[config.mk]
export PLATFORM = sky130hd
export DESIGN_NAME = layer_2_accum_controller_flat
export DESIGN_NICKNAME = d
export VERILOG_FILES = /design/src/rtl/layer_2_accum_controller_if.sv /design/src/rtl/layer_2_accum_controller.sv /design/src/flat_wrapper.sv
export SDC_FILE = /design/constraint.sdc
export NUM_CORES = 1
export LEC_CHECK = 0
export CAP_MARGIN = 10
export CELL_PAD_IN_SITES_DETAIL_PLACEMENT = 0
export CELL_PAD_IN_SITES_GLOBAL_PLACEMENT = 1
export CORE_ASPECT_RATIO = 0.5
export CORE_MARGIN = 4
export CORE_UTILIZATION = 48
export DETAILED_ROUTE_END_ITERATION = 6
export DONT_BUFFER_PORTS = 1
export PLACE_DENSITY = 0.89
export SLEW_MARGIN = 20
export SYNTH_ARGS = -nofsm -noshare
export SYNTH_HDL_FRONTEND = slang
export SYNTH_SLANG_ARGS = --single-unit
[constraint.sdc]
create_clock -name clk_i -period 3 [get_ports clk_i]
set_clock_uncertainty 0.15 [all_clocks]
set_input_delay 0.6 -clock clk_i [delete_from_list [all_inputs] [get_ports clk_i]]
set_output_delay 0.6 -clock clk_i [all_outputs]
set_load 0.02 [all_outputs]
[src/rtl/layer_2_accum_controller_if.sv]
// Handshake bundle between the layer-2 accumulator sequencer and its neighbours:
// upstream MAC stage (in_*), the bias-add accumulator (acc_*) and the readout
// consumer (out_*). The controller side is the master.
interface layer_2_accum_controller_if;
    logic in_valid;
    logic in_ready;
    logic acc_reset;
    logic acc_load;
    logic acc_done;
    logic out_valid;
    logic out_ready;

    modport master (
        input  in_valid,
        input  acc_done,
        input  out_ready,
        output in_ready,
        output acc_reset,
        output acc_load,
        output out_valid
    );

    modport slave (
        output in_valid,
        output acc_done,
        output out_ready,
        input  in_ready,
        input  acc_reset,
        input  acc_load,
        input  out_valid
    );
endinterface

[src/rtl/layer_2_accum_controller.sv]
// Layer-2 bias-add accumulator sequencer.
// One inference: pulse acc_reset (bias preload), admit NUM_PARTIALS partial-sum
// vectors with one acc_load each, wait for the matching acc_done echoes (bounded
// by TIMEOUT), then hold out_valid until the consumer takes the result.
module layer_2_accum_controller #(
    parameter int NUM_PARTIALS = 16,
    parameter int COUNT_W      = 8,
    parameter int TIMEOUT      = 64
) (
    input  logic                        clk_i,
    input  logic                        rst_ni,
    input  logic                        start_i,
    input  logic                        abort_i,
    layer_2_accum_controller_if.master  bus,
    output logic                        busy_o,
    output logic                        error_o,
    output logic [COUNT_W-1:0]          load_count_o
);

    localparam int TMR_W = (TIMEOUT > 1) ? $clog2(TIMEOUT + 1) : 1;
    localparam logic [COUNT_W-1:0] NP_C     = COUNT_W'(NUM_PARTIALS);
    localparam logic [COUNT_W-1:0] LAST_IDX = COUNT_W'(NUM_PARTIALS - 1);
    localparam logic [TMR_W-1:0]   TMR_LAST = TMR_W'(TIMEOUT - 1);

    typedef enum logic [2:0] {
        IDLE      = 3'd0,
        PRELOAD   = 3'd1,
        ACCUM     = 3'd2,
        WAIT_DONE = 3'd3,
        RESULT    = 3'd4
    } state_e;

    state_e             state_q, state_d;
    logic [COUNT_W-1:0] load_count_q, load_count_d;
    logic [COUNT_W-1:0] ack_count_q, ack_count_d;
    logic [TMR_W-1:0]   timer_q, timer_d;
    logic               error_q, error_d;
    logic               acc_reset_q, acc_reset_d;
    logic               out_valid_q, out_valid_d;

    logic               in_ready;
    logic               acc_load;
    logic               ack_inc;

    // An acknowledgement counts only while loads can be outstanding; the
    // counter saturates so a stray extra echo cannot wrap it.
    assign ack_inc = bus.acc_done && !abort_i && (ack_count_q != NP_C) &&
                     ((state_q == ACCUM) || (state_q == WAIT_DONE));

    // Next-state, counter updates and combinational handshake outputs.
    always_comb begin
        state_d      = state_q;
        load_count_d = load_count_q;
        ack_count_d  = ack_count_q;
        timer_d      = timer_q;
        error_d      = error_q;
        in_ready     = 1'b0;
        acc_load     = 1'b0;

        if (ack_inc) begin
            ack_count_d = ack_count_q + 1'b1;
        end

        if (abort_i) begin
            // Abort wins over everything, including start in IDLE. in_ready is
            // dropped too so upstream never sees a handshake that loads nothing.
            state_d = IDLE;
        end else begin
            unique case (state_q)
                IDLE: begin
                    if (start_i) begin
                        state_d      = PRELOAD;
                        load_count_d = '0;
                        ack_count_d  = '0;
                        timer_d      = '0;
                        error_d      = 1'b0;
                    end
                end
                PRELOAD: begin
                    state_d = ACCUM;
                end
                ACCUM: begin
                    in_ready = 1'b1;
                    if (bus.in_valid) begin
                        acc_load     = 1'b1;
                        load_count_d = load_count_q + 1'b1;
                        if (load_count_q == LAST_IDX) begin
                            state_d = WAIT_DONE;
                        end
                    end
                end
                WAIT_DONE: begin
                    timer_d = timer_q + 1'b1;
                    // Use the updated ack count so the final echo moves us to
                    // RESULT on the same edge it is counted.
                    if (ack_count_d == NP_C) begin
                        state_d = RESULT;
                    end else if (timer_q == TMR_LAST) begin
                        error_d = 1'b1;
                        state_d = RESULT;
                    end
                end
                RESULT: begin
                    if (out_valid_q && bus.out_ready) begin
                        state_d = IDLE;
                    end
                end
                default: begin
                    state_d = IDLE;
                end
            endcase
        end
    end

    // Registered outputs are decoded from the next state so they line up
    // exactly with the state they belong to.
    always_comb begin
        acc_reset_d = (state_d == PRELOAD);
        out_valid_d = (state_d == RESULT);
    end

    // State and counter registers.
    always_ff @(posedge clk_i or negedge rst_ni) begin
        if (!rst_ni) begin
            state_q      <= IDLE;
            load_count_q <= '0;
            ack_count_q  <= '0;
            timer_q      <= '0;
            error_q      <= 1'b0;
            acc_reset_q  <= 1'b0;
            out_valid_q  <= 1'b0;
        end else begin
            state_q      <= state_d;
            load_count_q <= load_count_d;
            ack_count_q  <= ack_count_d;
            timer_q      <= timer_d;
            error_q      <= error_d;
            acc_reset_q  <= acc_reset_d;
            out_valid_q  <= out_valid_d;
        end
    end

    assign bus.in_ready  = in_ready;
    assign bus.acc_load  = acc_load;
    assign bus.acc_reset = acc_reset_q;
    assign bus.out_valid = out_valid_q;
    assign busy_o        = (state_q != IDLE);
    assign error_o       = error_q;
    assign load_count_o  = load_count_q;

    // The vector count can never run past one inference's worth.
    a_load_bound: assert property (@(posedge clk_i) disable iff (!rst_ni)
        load_count_q <= NP_C);

    // Every load corresponds to a completed upstream handshake.
    a_load_hs: assert property (@(posedge clk_i) disable iff (!rst_ni)
        acc_load |-> (in_ready && bus.in_valid));

endmodule

[src/flat_wrapper.sv]
// flat-port wrapper written by rule: the top's interface ports become plain ports
module layer_2_accum_controller_flat 
#(
    parameter int NUM_PARTIALS = 16,
    parameter int COUNT_W      = 8,
    parameter int TIMEOUT      = 64
)
  (clk_i, rst_ni, start_i, abort_i, busy_o, error_o, load_count_o, bus_in_valid, bus_acc_done, bus_out_ready, bus_in_ready, bus_acc_reset, bus_acc_load, bus_out_valid);
  layer_2_accum_controller_if bus_i ();
  input  logic clk_i;
  input  logic rst_ni;
  input  logic start_i;
  input  logic abort_i;
  output logic busy_o;
  output logic error_o;
  output logic [COUNT_W-1:0] load_count_o;
  input wire logic [$bits(bus_i.in_valid)-1:0] bus_in_valid;
  input wire logic [$bits(bus_i.acc_done)-1:0] bus_acc_done;
  input wire logic [$bits(bus_i.out_ready)-1:0] bus_out_ready;
  output wire logic [$bits(bus_i.in_ready)-1:0] bus_in_ready;
  output wire logic [$bits(bus_i.acc_reset)-1:0] bus_acc_reset;
  output wire logic [$bits(bus_i.acc_load)-1:0] bus_acc_load;
  output wire logic [$bits(bus_i.out_valid)-1:0] bus_out_valid;
  assign bus_i.in_valid = bus_in_valid;
  assign bus_i.acc_done = bus_acc_done;
  assign bus_i.out_ready = bus_out_ready;
  assign bus_in_ready = bus_i.in_ready;
  assign bus_acc_reset = bus_i.acc_reset;
  assign bus_acc_load = bus_i.acc_load;
  assign bus_out_valid = bus_i.out_valid;
  layer_2_accum_controller #(.NUM_PARTIALS(NUM_PARTIALS), .COUNT_W(COUNT_W), .TIMEOUT(TIMEOUT)) u_core (.clk_i(clk_i), .rst_ni(rst_ni), .start_i(start_i), .abort_i(abort_i), .bus(bus_i), .busy_o(busy_o), .error_o(error_o), .load_count_o(load_count_o));
endmodule
==> impl_metrics.toml <==
[placed_design]
portBuffers = 0
placed_area_um2 = 1637
gp_congestion = 0.7790
dp_hpwl_um = 2134

[floorplanning]
num_rows = 14
die_w_um = 89.53
die_h_um = 48.77
io_pins = 21
die_area_um2 = 4366
start_util_pct = 51.75
core-area_um2 = 3083

[timing]
fmax_mhz = 423.8
period_share_pct = 78.65
maxSlewHeadroom_pct = 52.81
hold_viol_final = 0
drv_slew = 0
worstMarginPinSlew_ns = 0.7060
holdWs_ns = 0.3434
fin_crit_ns = 2.359
rsz0062_at_grt = "no"
setup_viol = 0
fin_setup_tns_ns = 0

[grt]
grt_use_met3_pct = 6.441
grt_pass1_wl_um = 5071
grt_pass1_vias = 1129
grt_use_met1_pct = 18.24
track_usage_pct = 15.51
grt_max_degree = 30
busiest_layer = "met2"
antenna_found_initial = 0
met2_usage_pct = 24.45
grt-ovfl-total = 0

[finish]
mostFrequentLayoutCell = "nor2_1"
syn_to_final_growth_pct = 12.86
finish.instance_area_um2 = 1800
layout_common_cells = "30 x nor2_1, 29 x dfrtp_1, 12 x xor2_1"
drive_gt1_share_pct = 12.57
fill_cells = 256
antennaDiodeCount = 0
layout.nets = 177

[synth]
yosysUniqueCellTypes = 42
ys_async_sr_fraction_pct = 100.0
syn_inst = 161
synth_area_per_cell_um2 = 9.909
ys_seq_elements = 29
yosysSeqAreaShare_pct = 45.49
synth_edf_count = 0
synth_nets = 172
netlist_area_um2 = 1595
ys_dominant_reg_cell = "dfrtp_1"
ys_warn_count = 0

[cts]
cts_root_buf = "clkbuf_8"
clk-insertion-delay-late_ns = 0.28
ctsHtreeMaxLevel = 2
clock-sinks = 29
cts_resized = 0
clockBufferDepth = 2
path_clk_slew_ns = 0.06
cts_tree = "built"
cts_buffers = 5

[power_and_ir_drop]
peakVddDrop_v = 0.0003639
p_per_area_nw_per_um2 = 572.5
leakage_nw = 0.8028

[job]
maxCapViolCount = 0

[critical_path]
path_class = "reg2out"
r2r_slack_ns = 0.75
critPathArrivalTime_ns = 1.61
crit_start = "u_core.state_q[0]$_DFF_PN0_"
r2r_cells = 5
timing.rr.end = "u_core.state_q[1]$_DFF_PN0_"
end_kind = "output port"
worstReg2RegStart = "u_core.ack_count_q[5]$_DFF_PN0_"
endpoint = "bus_acc_load"
crit_fanout = 8
required_ns = 2.25
startpoint_type = "register"

[drt]
via_per_inst = 5.671
drc = 0
ant_nets = 0
dr.pass1.iters = 4
routed_wl_um = 3068
num_vias = 1174
wl_per_cell_um = 14.82
first_iter_violations = 33

[outcome]
outcome = "complete, no violations"

[hold_path]
hold_path_class = "in2reg"
==> power by group <==
part	switching, mW	leakage [nW]	internal, mW
clock	0.157	0.0681	0.330
combinational	0.0537	0.334	0.0364
sequential	0.0453	0.400	0.409
total	0.256	0.803	0.775
==> cell type report <==
type	instances	area (um^2)	area share, %
clock buffers	5	68.82	3.822
clock inverters	3	65.06	3.614
inverters	5	18.77	1.042
multi-input cells	122	834.6	46.35
flip-flops and latches	29	725.7	40.31
well taps	40	50.05	2.780
repair buffers	3	37.54	2.085
==> flip-flops by register name, summed over array words and instances (netlist names) <==
register / flops
u_core.ack_count_q: 8
u_core.timer_q: 7
u_core.load_count_o: 8
u_core.bus.out_valid: 1
u_core.bus.acc_reset: 1
u_core.state_q: 3
u_core.error_o: 1
==> cell usage after synthesis (all sizes together), types with 2 or more instances <==
cell	instances	area share, %
buf	2	0.63
and4	2	1.1
nor2	30	7.1
clkbuf	3	0.71
dfrtp	29	45
xnor2	5	2.7
ha	4	3.1
a21oi	6	1.9
mux2i	2	2.0
nand4	7	2.7
nand2	9	2.1
xor2	12	6.6
nor4b	2	1.5
nand3	4	1.3
nand2b	3	1.2
inv	5	1.2
and2	2	0.78
o21ai	2	0.63
a22o	3	1.6
nor3	4	1.3
mux2	2	1.4
and3	4	1.7
or3	3	1.2
==> routing by layer <==
metal  part of all wire [%]  vias to the layer above
met2                     45                       21
met5                      0                        -
li1                       -                      581
met3                    5.7                        5
met1                     48                      567
met4                    1.4                        0
==> worst max-delay path, cell delays in order (launching register included) <==
cell     delay [ns]
dfrtp_1        0.46
or3_1          0.43
nor2_1         0.43
==> kinds of logic after synthesis <==
family | after synthesis | share of synthesized area (%)
AOI/OAI and AO/OA | 21 | 10.59
adders and majority gates | 4 | 3.137
DFF | 29 | 45.49
xor gates and xnor gates | 17 | 9.333
and+or+nand+nor | 76 | 25.49
muxes | 4 | 3.451
buffers and inverters | 10 | 2.510
==> stage by stage <==
| stage | util [%] | setup slack [ns] | power [mW] | cells |
|---|---|---|---|---|
| after CTS | 58.40 | 0.6300 | 1.043 | 207 |
| final | 58.40 | 0.6406 | 1.031 | 207 |
| after global placement | 53.08 | 0.8173 | 0.5389 | 197 |
| after global routing | 58.40 | 0.5682 | 1.080 | 207 |
| after detailed placement | 53.08 | 0.7805 | 0.5404 | 197 |
| after floorplan | - | 0.8613 | 0.5203 | 161 |
==> how the worst min path moves through the flow <==
stage               slack (ns)    start  depth (start not counted)                                  to
floorplan                 0.15   rst_ni                          0     u_core.ack_count_q[0]$_DFF_PN0_
global placement          0.16   rst_ni                          0  u_core.load_count_o[0]$_DFFE_PN0P_
detailed placement        0.16   rst_ni                          0  u_core.load_count_o[0]$_DFFE_PN0P_
CTS                       0.33  abort_i                          3         u_core.state_q[1]$_DFF_PN0_
global route              0.34  abort_i                          3         u_core.state_q[1]$_DFF_PN0_
finish                    0.34  abort_i                          3         u_core.state_q[1]$_DFF_PN0_
==> what timing repair did <==
action,4_1_cts,5_1_grt
hold endpoints to repair,29,0
setup buffers,0,0
hold buffers,2,0
(Power assumes the default switching activity.)
